**config.mk**
```make
export PLATFORM = sky130hd
export DESIGN_NAME = rv0_ahb_arb_flat
export DESIGN_NICKNAME = d
export VERILOG_FILES = /design/src/rtl/rv0_ahb_arb_pkg.sv /design/src/rtl/rv0_ahb_arb_if.sv /design/src/rtl/rv0_ahb_arb_port.sv /design/src/rtl/rv0_ahb_arb.sv /design/src/flat_wrapper.sv
export SDC_FILE = /design/constraint.sdc
export NUM_CORES = 1
export LEC_CHECK = 0
export CORE_ASPECT_RATIO = 0.6
export CORE_MARGIN = 8
export CORE_UTILIZATION = 35
export CTS_BUF_LIST = sky130_fd_sc_hd__clkbuf_4
export DETAILED_ROUTE_END_ITERATION = 6
export GPL_ROUTABILITY_DRIVEN = 1
export GPL_TIMING_DRIVEN = 0
export PLACE_DENSITY = 0.86
export SKIP_CTS_REPAIR_TIMING = 1
export SKIP_LAST_GASP = 1
export SLEW_MARGIN = 20
export SYNTH_ARGS = -nofsm -noshare
export SYNTH_HDL_FRONTEND = slang
export SYNTH_SLANG_ARGS = --single-unit
```
**constraint.sdc**
```tcl
create_clock -name clk_i -period 3.4 [get_ports clk_i]
set_input_delay 0.51 -clock clk_i [delete_from_list [all_inputs] [get_ports clk_i]]
set_output_delay 0.51 -clock clk_i [all_outputs]
set_load 0.02 [all_outputs]
```
**src/rtl/rv0_ahb_arb_pkg.sv**
```systemverilog
// Shared AHB protocol constants and the arbiter's port-state / port-id types.
// ahb_pkg is the protocol package; rv0_ahb_arb_pkg holds the core-side types.
package ahb_pkg;
  localparam logic [1:0] HTRANS_IDLE   = 2'b00;
  localparam logic [1:0] HTRANS_NONSEQ = 2'b10;
  localparam logic [1:0] HTRANS_SEQ    = 2'b11;
  localparam logic       HRESP_OKAY    = 1'b0;
endpackage

package rv0_ahb_arb_pkg;
  import ahb_pkg::*;

  typedef enum logic [1:0] {
    P_IDLE,
    P_HELD,
    P_DATA
  } port_state_e;

  typedef enum logic [1:0] {
    PORT_IFU,
    PORT_LSU,
    PORT_NONE
  } port_id_e;

  function automatic logic is_req(input logic hsel, input logic [1:0] htrans);
    return hsel && (htrans == HTRANS_NONSEQ || htrans == HTRANS_SEQ);
  endfunction
endpackage

```
**src/rtl/rv0_ahb_arb_if.sv**
```systemverilog
// AHB-lite point-to-point bundle; requester drives address/control/write data,
// completer returns read data, ready and response.
interface ahb_if #(
  parameter int XLEN = 32
);
  logic [XLEN-1:0] haddr;
  logic [1:0]      htrans;
  logic            hwrite;
  logic [2:0]      hsize;
  logic [XLEN-1:0] hwdata;
  logic            hsel;
  logic [XLEN-1:0] hrdata;
  logic            hreadyout;
  logic            hresp;

  modport requester (
    output haddr, htrans, hwrite, hsize, hwdata, hsel,
    input  hrdata, hreadyout, hresp
  );

  modport completer (
    input  haddr, htrans, hwrite, hsize, hwdata, hsel,
    output hrdata, hreadyout, hresp
  );
endinterface

```
**src/rtl/rv0_ahb_arb_port.sv**
```systemverilog
// One requester-side port of the arbiter: accept logic, hold register and the
// IDLE/HELD/DATA state that decides what this port's hreadyout shows.
module rv0_ahb_arb_port
  import ahb_pkg::*;
  import rv0_ahb_arb_pkg::*;
#(
  parameter int XLEN = 32
) (
  input  logic            clk_i,
  input  logic            rst_i,
  input  logic            hsel_i,
  input  logic [1:0]      htrans_i,
  input  logic [XLEN-1:0] haddr_i,
  input  logic            hwrite_i,
  input  logic [2:0]      hsize_i,
  input  logic            mem_ready_i,
  input  logic            issue_i,
  output logic            hreadyout_o,
  output logic            cand_o,
  output logic            cand_live_o,
  output logic [XLEN-1:0] cand_haddr_o,
  output logic [1:0]      cand_htrans_o,
  output logic            cand_hwrite_o,
  output logic [2:0]      cand_hsize_o
);
  port_state_e     state_q, state_d;
  logic [XLEN-1:0] haddr_q;
  logic [1:0]      htrans_q;
  logic            hwrite_q;
  logic [2:0]      hsize_q;
  logic            held;
  logic            accept;

  // Memory ready reaches this port's ready only while it owns the data phase.
  always_comb begin
    hreadyout_o = 1'b1;
    if (!rst_i) begin
      case (state_q)
        P_HELD:  hreadyout_o = 1'b0;
        P_DATA:  hreadyout_o = mem_ready_i;
        default: hreadyout_o = 1'b1;
      endcase
    end
  end

  assign accept      = !rst_i && hreadyout_o && is_req(hsel_i, htrans_i);
  assign held        = !rst_i && (state_q == P_HELD);
  assign cand_o      = held || accept;
  assign cand_live_o = accept;

  assign cand_haddr_o  = held ? haddr_q  : haddr_i;
  assign cand_htrans_o = held ? htrans_q : htrans_i;
  assign cand_hwrite_o = held ? hwrite_q : hwrite_i;
  assign cand_hsize_o  = held ? hsize_q  : hsize_i;

  always_comb begin
    state_d = state_q;
    if (issue_i) begin
      state_d = P_DATA;
    end else if (accept) begin
      state_d = P_HELD;
    end else if (state_q == P_DATA && mem_ready_i) begin
      state_d = P_IDLE;
    end
  end

  always_ff @(posedge clk_i) begin
    if (rst_i) begin
      state_q  <= P_IDLE;
      haddr_q  <= '0;
      htrans_q <= HTRANS_IDLE;
      hwrite_q <= 1'b0;
      hsize_q  <= '0;
    end else begin
      state_q <= state_d;
      if (accept && !issue_i) begin
        haddr_q  <= haddr_i;
        htrans_q <= htrans_i;
        hwrite_q <= hwrite_i;
        hsize_q  <= hsize_i;
      end
    end
  end
endmodule

```
**src/rtl/rv0_ahb_arb.sv**
```systemverilog
// Two-requester (IFU, LSU) AHB-lite arbiter onto one memory port.
// Define RV0_AHB_ARB_RR_EN for round-robin; default is fixed LSU-over-IFU priority.
module rv0_ahb_arb
  import ahb_pkg::*;
  import rv0_ahb_arb_pkg::*;
#(
  parameter int XLEN = 32
) (
  input  logic       clk_i,
  input  logic       rst_i,
  ahb_if.completer   ifu_if,
  ahb_if.completer   lsu_if,
  ahb_if.requester   mem_if,
  output logic [1:0] arb_gnt_o
);
  // Index 0 is the IFU, index 1 the LSU, matching the arb_gnt_o bit order.
  logic [1:0]      p_hsel, p_hwrite, p_ready, p_cand, p_live, p_chwrite, issue;
  logic [1:0]      p_htrans [2];
  logic [1:0]      p_chtrans [2];
  logic [2:0]      p_hsize [2];
  logic [2:0]      p_chsize [2];
  logic [XLEN-1:0] p_haddr [2];
  logic [XLEN-1:0] p_chaddr [2];
  port_id_e        win, data_owner_q, data_owner_d, prev_q, prev_d;
  logic            sel;

  assign p_hsel     = {lsu_if.hsel, ifu_if.hsel};
  assign p_hwrite   = {lsu_if.hwrite, ifu_if.hwrite};
  assign p_htrans[0] = ifu_if.htrans;
  assign p_htrans[1] = lsu_if.htrans;
  assign p_hsize[0]  = ifu_if.hsize;
  assign p_hsize[1]  = lsu_if.hsize;
  assign p_haddr[0]  = ifu_if.haddr;
  assign p_haddr[1]  = lsu_if.haddr;

  genvar gi;
  for (gi = 0; gi < 2; gi++) begin : g_port
    rv0_ahb_arb_port #(.XLEN(XLEN)) u_port (
      .clk_i         (clk_i),
      .rst_i         (rst_i),
      .hsel_i        (p_hsel[gi]),
      .htrans_i      (p_htrans[gi]),
      .haddr_i       (p_haddr[gi]),
      .hwrite_i      (p_hwrite[gi]),
      .hsize_i       (p_hsize[gi]),
      .mem_ready_i   (mem_if.hreadyout),
      .issue_i       (issue[gi]),
      .hreadyout_o   (p_ready[gi]),
      .cand_o        (p_cand[gi]),
      .cand_live_o   (p_live[gi]),
      .cand_haddr_o  (p_chaddr[gi]),
      .cand_htrans_o (p_chtrans[gi]),
      .cand_hwrite_o (p_chwrite[gi]),
      .cand_hsize_o  (p_chsize[gi])
    );
  end

`ifdef RV0_AHB_ARB_RR_EN
  port_id_e last_q, last_d;
`endif

  always_comb begin
    issue = 2'b00;
    if (!rst_i && mem_if.hreadyout) begin
`ifdef RV0_AHB_ARB_RR_EN
      if (&p_cand) begin
        issue = (last_q == PORT_IFU) ? 2'b10 : 2'b01;
      end else begin
        issue = p_cand;
      end
`else
      issue = p_cand[1] ? 2'b10 : p_cand;
`endif
    end
  end

  always_comb begin
    win = PORT_NONE;
    if (issue[1]) begin
      win = PORT_LSU;
    end else if (issue[0]) begin
      win = PORT_IFU;
    end
  end

  assign sel       = issue[1];
  assign arb_gnt_o = issue;

  // A burst may keep SEQ only if it continues live from the port that issued last.
  always_comb begin
    mem_if.haddr  = '0;
    mem_if.htrans = HTRANS_IDLE;
    mem_if.hwrite = 1'b0;
    mem_if.hsize  = '0;
    mem_if.hsel   = 1'b1;
    if (win != PORT_NONE) begin
      mem_if.haddr  = p_chaddr[sel];
      mem_if.hwrite = p_chwrite[sel];
      mem_if.hsize  = p_chsize[sel];
      mem_if.htrans = (p_live[sel] && p_chtrans[sel] == HTRANS_SEQ && prev_q == win)
                      ? HTRANS_SEQ : HTRANS_NONSEQ;
    end
  end

  always_comb begin
    case (data_owner_q)
      PORT_IFU: mem_if.hwdata = ifu_if.hwdata;
      PORT_LSU: mem_if.hwdata = lsu_if.hwdata;
      default:  mem_if.hwdata = '0;
    endcase
  end

  assign ifu_if.hrdata    = mem_if.hrdata;
  assign lsu_if.hrdata    = mem_if.hrdata;
  assign ifu_if.hresp     = (data_owner_q == PORT_IFU) ? mem_if.hresp : HRESP_OKAY;
  assign lsu_if.hresp     = (data_owner_q == PORT_LSU) ? mem_if.hresp : HRESP_OKAY;
  assign ifu_if.hreadyout = p_ready[0];
  assign lsu_if.hreadyout = p_ready[1];

  always_comb begin
    data_owner_d = data_owner_q;
    prev_d       = prev_q;
    if (mem_if.hreadyout) begin
      data_owner_d = win;
    end
    if (win != PORT_NONE) begin
      prev_d = win;
    end
  end

  always_ff @(posedge clk_i) begin
    if (rst_i) begin
      data_owner_q <= PORT_NONE;
      prev_q       <= PORT_NONE;
    end else begin
      data_owner_q <= data_owner_d;
      prev_q       <= prev_d;
    end
  end

`ifdef RV0_AHB_ARB_RR_EN
  assign last_d = (win != PORT_NONE) ? win : last_q;

  always_ff @(posedge clk_i) begin
    if (rst_i) begin
      last_q <= PORT_IFU;
    end else begin
      last_q <= last_d;
    end
  end
`endif
endmodule

```
**src/flat_wrapper.sv**
```systemverilog
// flat-port wrapper written by rule: the top's interface ports become plain ports
module rv0_ahb_arb_flat import ahb_pkg::*; import rv0_ahb_arb_pkg::*;
#(
  parameter int XLEN = 32
)
  (clk_i, rst_i, arb_gnt_o, ifu_if_haddr, ifu_if_htrans, ifu_if_hwrite, ifu_if_hsize, ifu_if_hwdata, ifu_if_hsel, ifu_if_hrdata, ifu_if_hreadyout, ifu_if_hresp, lsu_if_haddr, lsu_if_htrans, lsu_if_hwrite, lsu_if_hsize, lsu_if_hwdata, lsu_if_hsel, lsu_if_hrdata, lsu_if_hreadyout, lsu_if_hresp, mem_if_haddr, mem_if_htrans, mem_if_hwrite, mem_if_hsize, mem_if_hwdata, mem_if_hsel, mem_if_hrdata, mem_if_hreadyout, mem_if_hresp);
  ahb_if #(.XLEN(XLEN)) ifu_if_i ();
  ahb_if #(.XLEN(XLEN)) lsu_if_i ();
  ahb_if #(.XLEN(XLEN)) mem_if_i ();
  input  logic clk_i;
  input  logic rst_i;
  output logic [1:0] arb_gnt_o;
  input wire logic [$bits(ifu_if_i.haddr)-1:0] ifu_if_haddr;
  input wire logic [$bits(ifu_if_i.htrans)-1:0] ifu_if_htrans;
  input wire logic [$bits(ifu_if_i.hwrite)-1:0] ifu_if_hwrite;
  input wire logic [$bits(ifu_if_i.hsize)-1:0] ifu_if_hsize;
  input wire logic [$bits(ifu_if_i.hwdata)-1:0] ifu_if_hwdata;
  input wire logic [$bits(ifu_if_i.hsel)-1:0] ifu_if_hsel;
  output wire logic [$bits(ifu_if_i.hrdata)-1:0] ifu_if_hrdata;
  output wire logic [$bits(ifu_if_i.hreadyout)-1:0] ifu_if_hreadyout;
  output wire logic [$bits(ifu_if_i.hresp)-1:0] ifu_if_hresp;
  input wire logic [$bits(lsu_if_i.haddr)-1:0] lsu_if_haddr;
  input wire logic [$bits(lsu_if_i.htrans)-1:0] lsu_if_htrans;
  input wire logic [$bits(lsu_if_i.hwrite)-1:0] lsu_if_hwrite;
  input wire logic [$bits(lsu_if_i.hsize)-1:0] lsu_if_hsize;
  input wire logic [$bits(lsu_if_i.hwdata)-1:0] lsu_if_hwdata;
  input wire logic [$bits(lsu_if_i.hsel)-1:0] lsu_if_hsel;
  output wire logic [$bits(lsu_if_i.hrdata)-1:0] lsu_if_hrdata;
  output wire logic [$bits(lsu_if_i.hreadyout)-1:0] lsu_if_hreadyout;
  output wire logic [$bits(lsu_if_i.hresp)-1:0] lsu_if_hresp;
  output wire logic [$bits(mem_if_i.haddr)-1:0] mem_if_haddr;
  output wire logic [$bits(mem_if_i.htrans)-1:0] mem_if_htrans;
  output wire logic [$bits(mem_if_i.hwrite)-1:0] mem_if_hwrite;
  output wire logic [$bits(mem_if_i.hsize)-1:0] mem_if_hsize;
  output wire logic [$bits(mem_if_i.hwdata)-1:0] mem_if_hwdata;
  output wire logic [$bits(mem_if_i.hsel)-1:0] mem_if_hsel;
  input wire logic [$bits(mem_if_i.hrdata)-1:0] mem_if_hrdata;
  input wire logic [$bits(mem_if_i.hreadyout)-1:0] mem_if_hreadyout;
  input wire logic [$bits(mem_if_i.hresp)-1:0] mem_if_hresp;
  assign ifu_if_i.haddr = ifu_if_haddr;
  assign ifu_if_i.htrans = ifu_if_htrans;
  assign ifu_if_i.hwrite = ifu_if_hwrite;
  assign ifu_if_i.hsize = ifu_if_hsize;
  assign ifu_if_i.hwdata = ifu_if_hwdata;
  assign ifu_if_i.hsel = ifu_if_hsel;
  assign ifu_if_hrdata = ifu_if_i.hrdata;
  assign ifu_if_hreadyout = ifu_if_i.hreadyout;
  assign ifu_if_hresp = ifu_if_i.hresp;
  assign lsu_if_i.haddr = lsu_if_haddr;
  assign lsu_if_i.htrans = lsu_if_htrans;
  assign lsu_if_i.hwrite = lsu_if_hwrite;
  assign lsu_if_i.hsize = lsu_if_hsize;
  assign lsu_if_i.hwdata = lsu_if_hwdata;
  assign lsu_if_i.hsel = lsu_if_hsel;
  assign lsu_if_hrdata = lsu_if_i.hrdata;
  assign lsu_if_hreadyout = lsu_if_i.hreadyout;
  assign lsu_if_hresp = lsu_if_i.hresp;
  assign mem_if_haddr = mem_if_i.haddr;
  assign mem_if_htrans = mem_if_i.htrans;
  assign mem_if_hwrite = mem_if_i.hwrite;
  assign mem_if_hsize = mem_if_i.hsize;
  assign mem_if_hwdata = mem_if_i.hwdata;
  assign mem_if_hsel = mem_if_i.hsel;
  assign mem_if_i.hrdata = mem_if_hrdata;
  assign mem_if_i.hreadyout = mem_if_hreadyout;
  assign mem_if_i.hresp = mem_if_hresp;
  rv0_ahb_arb #(.XLEN(XLEN)) u_core (.clk_i(clk_i), .rst_i(rst_i), .ifu_if(ifu_if_i), .lsu_if(lsu_if_i), .mem_if(mem_if_i), .arb_gnt_o(arb_gnt_o));
endmodule
```
==> results.cfg <==
[logic_synthesis]
post_syn_nets = 829
yosys_warnings = 0
yosys-top-cells-area = sky130_fd_sc_hd__dfxtp_1, sky130_fd_sc_hd__mux2i_1, sky130_fd_sc_hd__buf_4, sky130_fd_sc_hd__a21oi_1, sky130_fd_sc_hd__nand2_1
netlist_area_um2 = 5145
synthFlopType = sky130_fd_sc_hd__dfxtp_1
synth_top_cell_by_area = sky130_fd_sc_hd__dfxtp_1
netlist.area_leader.share_pct = 31.13
synth_edf_count = 0
synthesis.area_per_instance_um2 = 7.903
flop_and_latch_count_out_of_synthesis = 80
synth.lib_cells_used.distinct = 37
synthArstFlopShare_pct = 0
synth_sequential_area_ratio_pct = 31.13
syn-instance-count = 651

[drt]
antenna_violating_nets_remaining = 0
detail_route.wl_per_cell_um = 19.01
dr.pass1.iters = 5
route.detailed.drc = 0
routed-via-count = 5805
detail_route.iter0.violations = 386
post_drt_via_cell_ratio = 5.052
totalWireLength_mm = 21.84

[worst_setup_path]
worst-r2r-cell-count = 5
critPathRequiredTime_ns = 2.89
critPathLaunch = rst_i
worst_setup_path_start_kind = input port
cp-endpoint = mem_if_hsize[0]
arrival_ns = 3.10
worst-path-max-fanout = 10
worstReg2RegEnd = u_core.g_port[0].u_port.haddr_q[22]$_SDFFE_PP0P_
crit-reg2reg-launch = u_core.g_port[0].u_port.state_q[0]$_SDFFE_PP0P_
path_class = in -> out
reg2reg_slack_ns = 1.48
critical_path_endpoint_category = primary output

[clock_network]
numCtsBuffers = 9
clock_tree.buffer_depth = 2
clock_pin_slew_worst_setup_and_hold_paths_ns = 0.11
tritoncts = yes
master_cell_of_the_clock_root_buffer = sky130_fd_sc_hd__clkbuf_4
clock_sinks = 80
worst_skew_pair.late_latency_ns = 0.44
htree_depth = 3

[pwr]
total_leakage_power_nw = 3.661
ir_drop_v = 0.0001757
power.total_mw = 2.380
power_per_cell_area_nw_per_um2 = 281.1

[sta]
hold_viol_final = 0
fin_crit_ns = 3.612
setup-violations-final = 15
finalMaxSlewViolations = 0
skew_ns = 0.01769
rsz0062_at_grt = true
fin_hold_ws_ns = 0.4629
worst_margin_pin_slew_ns = 0.7799
min_period_over_period_pct = 106.2
timing.slew.headroom_pct = 48.01
postLayoutSetupSlackWorst_ns = -0.2124
setup_total_negative_slack_ns = -2.332
maximum_operating_frequency_mhz = 276.8

[placed_design]
dp.final_hpwl_mm = 17.77
gp_routability_congestion = 0.8934
placement.io_buffers = 285
area_post_placement_um2 = 8245

[die]
floorplan.initialDensity_pct = 35.68
io-pin-count = 319
die_w_um = 172.5
die_height_um = 109.9
row_count = 34
core_region_area_um2 = 14420
fp.dieArea_um2 = 18960

[global_route]
via_count_of_the_first_global_routing_pass = 5720
grt_antenna_before_repair = 1
global_route.overflow_total = 0
grt_start_max_net_pins = 14
wire_length_of_the_first_global_routing_pass_mm = 32.43
grt_use_total_pct = 21.39

[job]
max_cap_viols = 0

[cells_and_area]
fill_cells = 1309
drive_above_1_share_pct = 11.99
most_frequent_standard_cell_in_the_layout_excluding_fill_and_tap_cells = sky130_fd_sc_hd__clkdlybuf4s50_1
areaGrowthSynthToFinish_pct = 64.57
antenna-diode-count = 0
finalNetCount = 1125
finalCoreUtilization_pct = 58.71
finalInstanceArea_um2 = 8467
most-common-layout-cells = sky130_fd_sc_hd__clkdlybuf4s50_1, sky130_fd_sc_hd__mux2i_1, sky130_fd_sc_hd__dfxtp_1

[run_status]
status = complete, but fails checks
violations = negative setup slack

[hold_path]
min_delay_path_depth = 2
hold_path.class = reg -> reg
[report_power, final]
group | switching [mW] | internal [mW]
registers | 0.0165 | 0.968
clock network | 0.344 | 0.292
logic | 0.348 | 0.411
[per-stage QoR]
stage,worst slack [ns],cells
6_report,-0.2124,1149
3_5_place_dp,-0.2321,1134
2_1_floorplan,1.030,651
4_1_cts,-0.2547,1149
5_1_grt,-0.3193,1149
3_3_place_gp,-0.2380,1134
[worst max-delay path, cell delays in order]
cell,delay [ns]
sky130_fd_sc_hd__clkdlybuf4s50_1,0.46
sky130_fd_sc_hd__buf_2,0.23
sky130_fd_sc_hd__nand2b_1,0.17
sky130_fd_sc_hd__buf_2,0.30
sky130_fd_sc_hd__buf_2,0.37
sky130_fd_sc_hd__mux2i_1,0.16
sky130_fd_sc_hd__o22ai_1,0.23
sky130_fd_sc_hd__clkdlybuf4s50_1,0.65
[flip-flops by register name, indices dropped and copies added, names as in the netlist]
name                           flops
u_core.prev_q                      2
u_core.g_port.u_port.state_q       4
u_core.data_owner_q                2
u_core.g_port.u_port.hwrite_q      2
u_core.g_port.u_port.hsize_q       6
u_core.g_port.u_port.haddr_q      64
[how the worst min path moves through the flow]
stage / to / from
CTS: u_core.g_port[1].u_port.haddr_q[25]$_SDFFE_PP0P_ / u_core.g_port[1].u_port.haddr_q[25]$_SDFFE_PP0P_
detailed placement: u_core.g_port[1].u_port.haddr_q[25]$_SDFFE_PP0P_ / u_core.g_port[1].u_port.haddr_q[25]$_SDFFE_PP0P_
floorplan: u_core.g_port[1].u_port.haddr_q[0]$_SDFFE_PP0P_ / u_core.g_port[1].u_port.haddr_q[0]$_SDFFE_PP0P_
global route: u_core.g_port[1].u_port.haddr_q[1]$_SDFFE_PP0P_ / u_core.g_port[1].u_port.haddr_q[1]$_SDFFE_PP0P_
global placement: u_core.g_port[1].u_port.haddr_q[20]$_SDFFE_PP0P_ / u_core.g_port[1].u_port.haddr_q[20]$_SDFFE_PP0P_
finish: u_core.g_port[1].u_port.hwrite_q$_SDFFE_PP0P_ / u_core.g_port[1].u_port.hwrite_q$_SDFFE_PP0P_
[cells by family (layout without fill, tap and decap cells)]
| family | Yosys count | after routing | synth area share (%) |
|---|---|---|---|
| muxes | 104 | 104 | 20.23 |
| other | 1 | 1 | 0.07289 |
| AOI/OAI and AO/OA | 159 | 159 | 16.80 |
| and+or+nand+nor | 179 | 179 | 15.93 |
| DFF | 80 | 80 | 31.13 |
| buffers and inverters | 128 | 428 | 15.83 |
[per-layer routing]
layer  routed length (um)  share of wire [%]  GRT usage [%]  vias to the layer above
met2                10400                 48          35.88                      274
met4                  152               0.70          2.965                        2
li1                     -                  -              -                     2793
met3                 1873                8.6          6.310                       18
met1                 9403                 43          27.66                     2718
met5                   13              0.060              0                        -
[synth_stat cells, types with 2 or more instances]
| cell | instances |
|---|---|
| sky130_fd_sc_hd__buf_4 | 70 |
| sky130_fd_sc_hd__nand2_1 | 75 |
| sky130_fd_sc_hd__o21ai_1 | 7 |
| sky130_fd_sc_hd__or4_1 | 2 |
| sky130_fd_sc_hd__nor2_1 | 37 |
| sky130_fd_sc_hd__clkbuf_1 | 30 |
| sky130_fd_sc_hd__nand3b_1 | 2 |
| sky130_fd_sc_hd__inv_1 | 3 |
| sky130_fd_sc_hd__dfxtp_1 | 80 |
| sky130_fd_sc_hd__nor3b_1 | 2 |
| sky130_fd_sc_hd__o22ai_1 | 36 |
| sky130_fd_sc_hd__nor3_1 | 4 |
| sky130_fd_sc_hd__o21bai_1 | 4 |
| sky130_fd_sc_hd__buf_2 | 15 |
| sky130_fd_sc_hd__o21ai_0 | 32 |
| sky130_fd_sc_hd__mux2i_1 | 104 |
| sky130_fd_sc_hd__nand2b_1 | 5 |
| sky130_fd_sc_hd__nor4_1 | 2 |
| sky130_fd_sc_hd__buf_1 | 3 |
| sky130_fd_sc_hd__nand3_1 | 39 |
| sky130_fd_sc_hd__buf_6 | 7 |
| sky130_fd_sc_hd__nor2b_1 | 3 |
| sky130_fd_sc_hd__a21oi_1 | 75 |
[final cells by class]
class,count,area [um2],share of cell area (%)
timing repair buffer,285,2910,34.37
multi-input combinational,443,2738,32.33
sequential,80,1602,18.92
buffer,125,805.8,9.517
tap,198,247.7,2.926
clock inverter,6,85.08,1.005
clock buffer,9,67.56,0.7980
inverter,3,11.26,0.1330
Note: power is estimated with default switching activity, not from simulation.
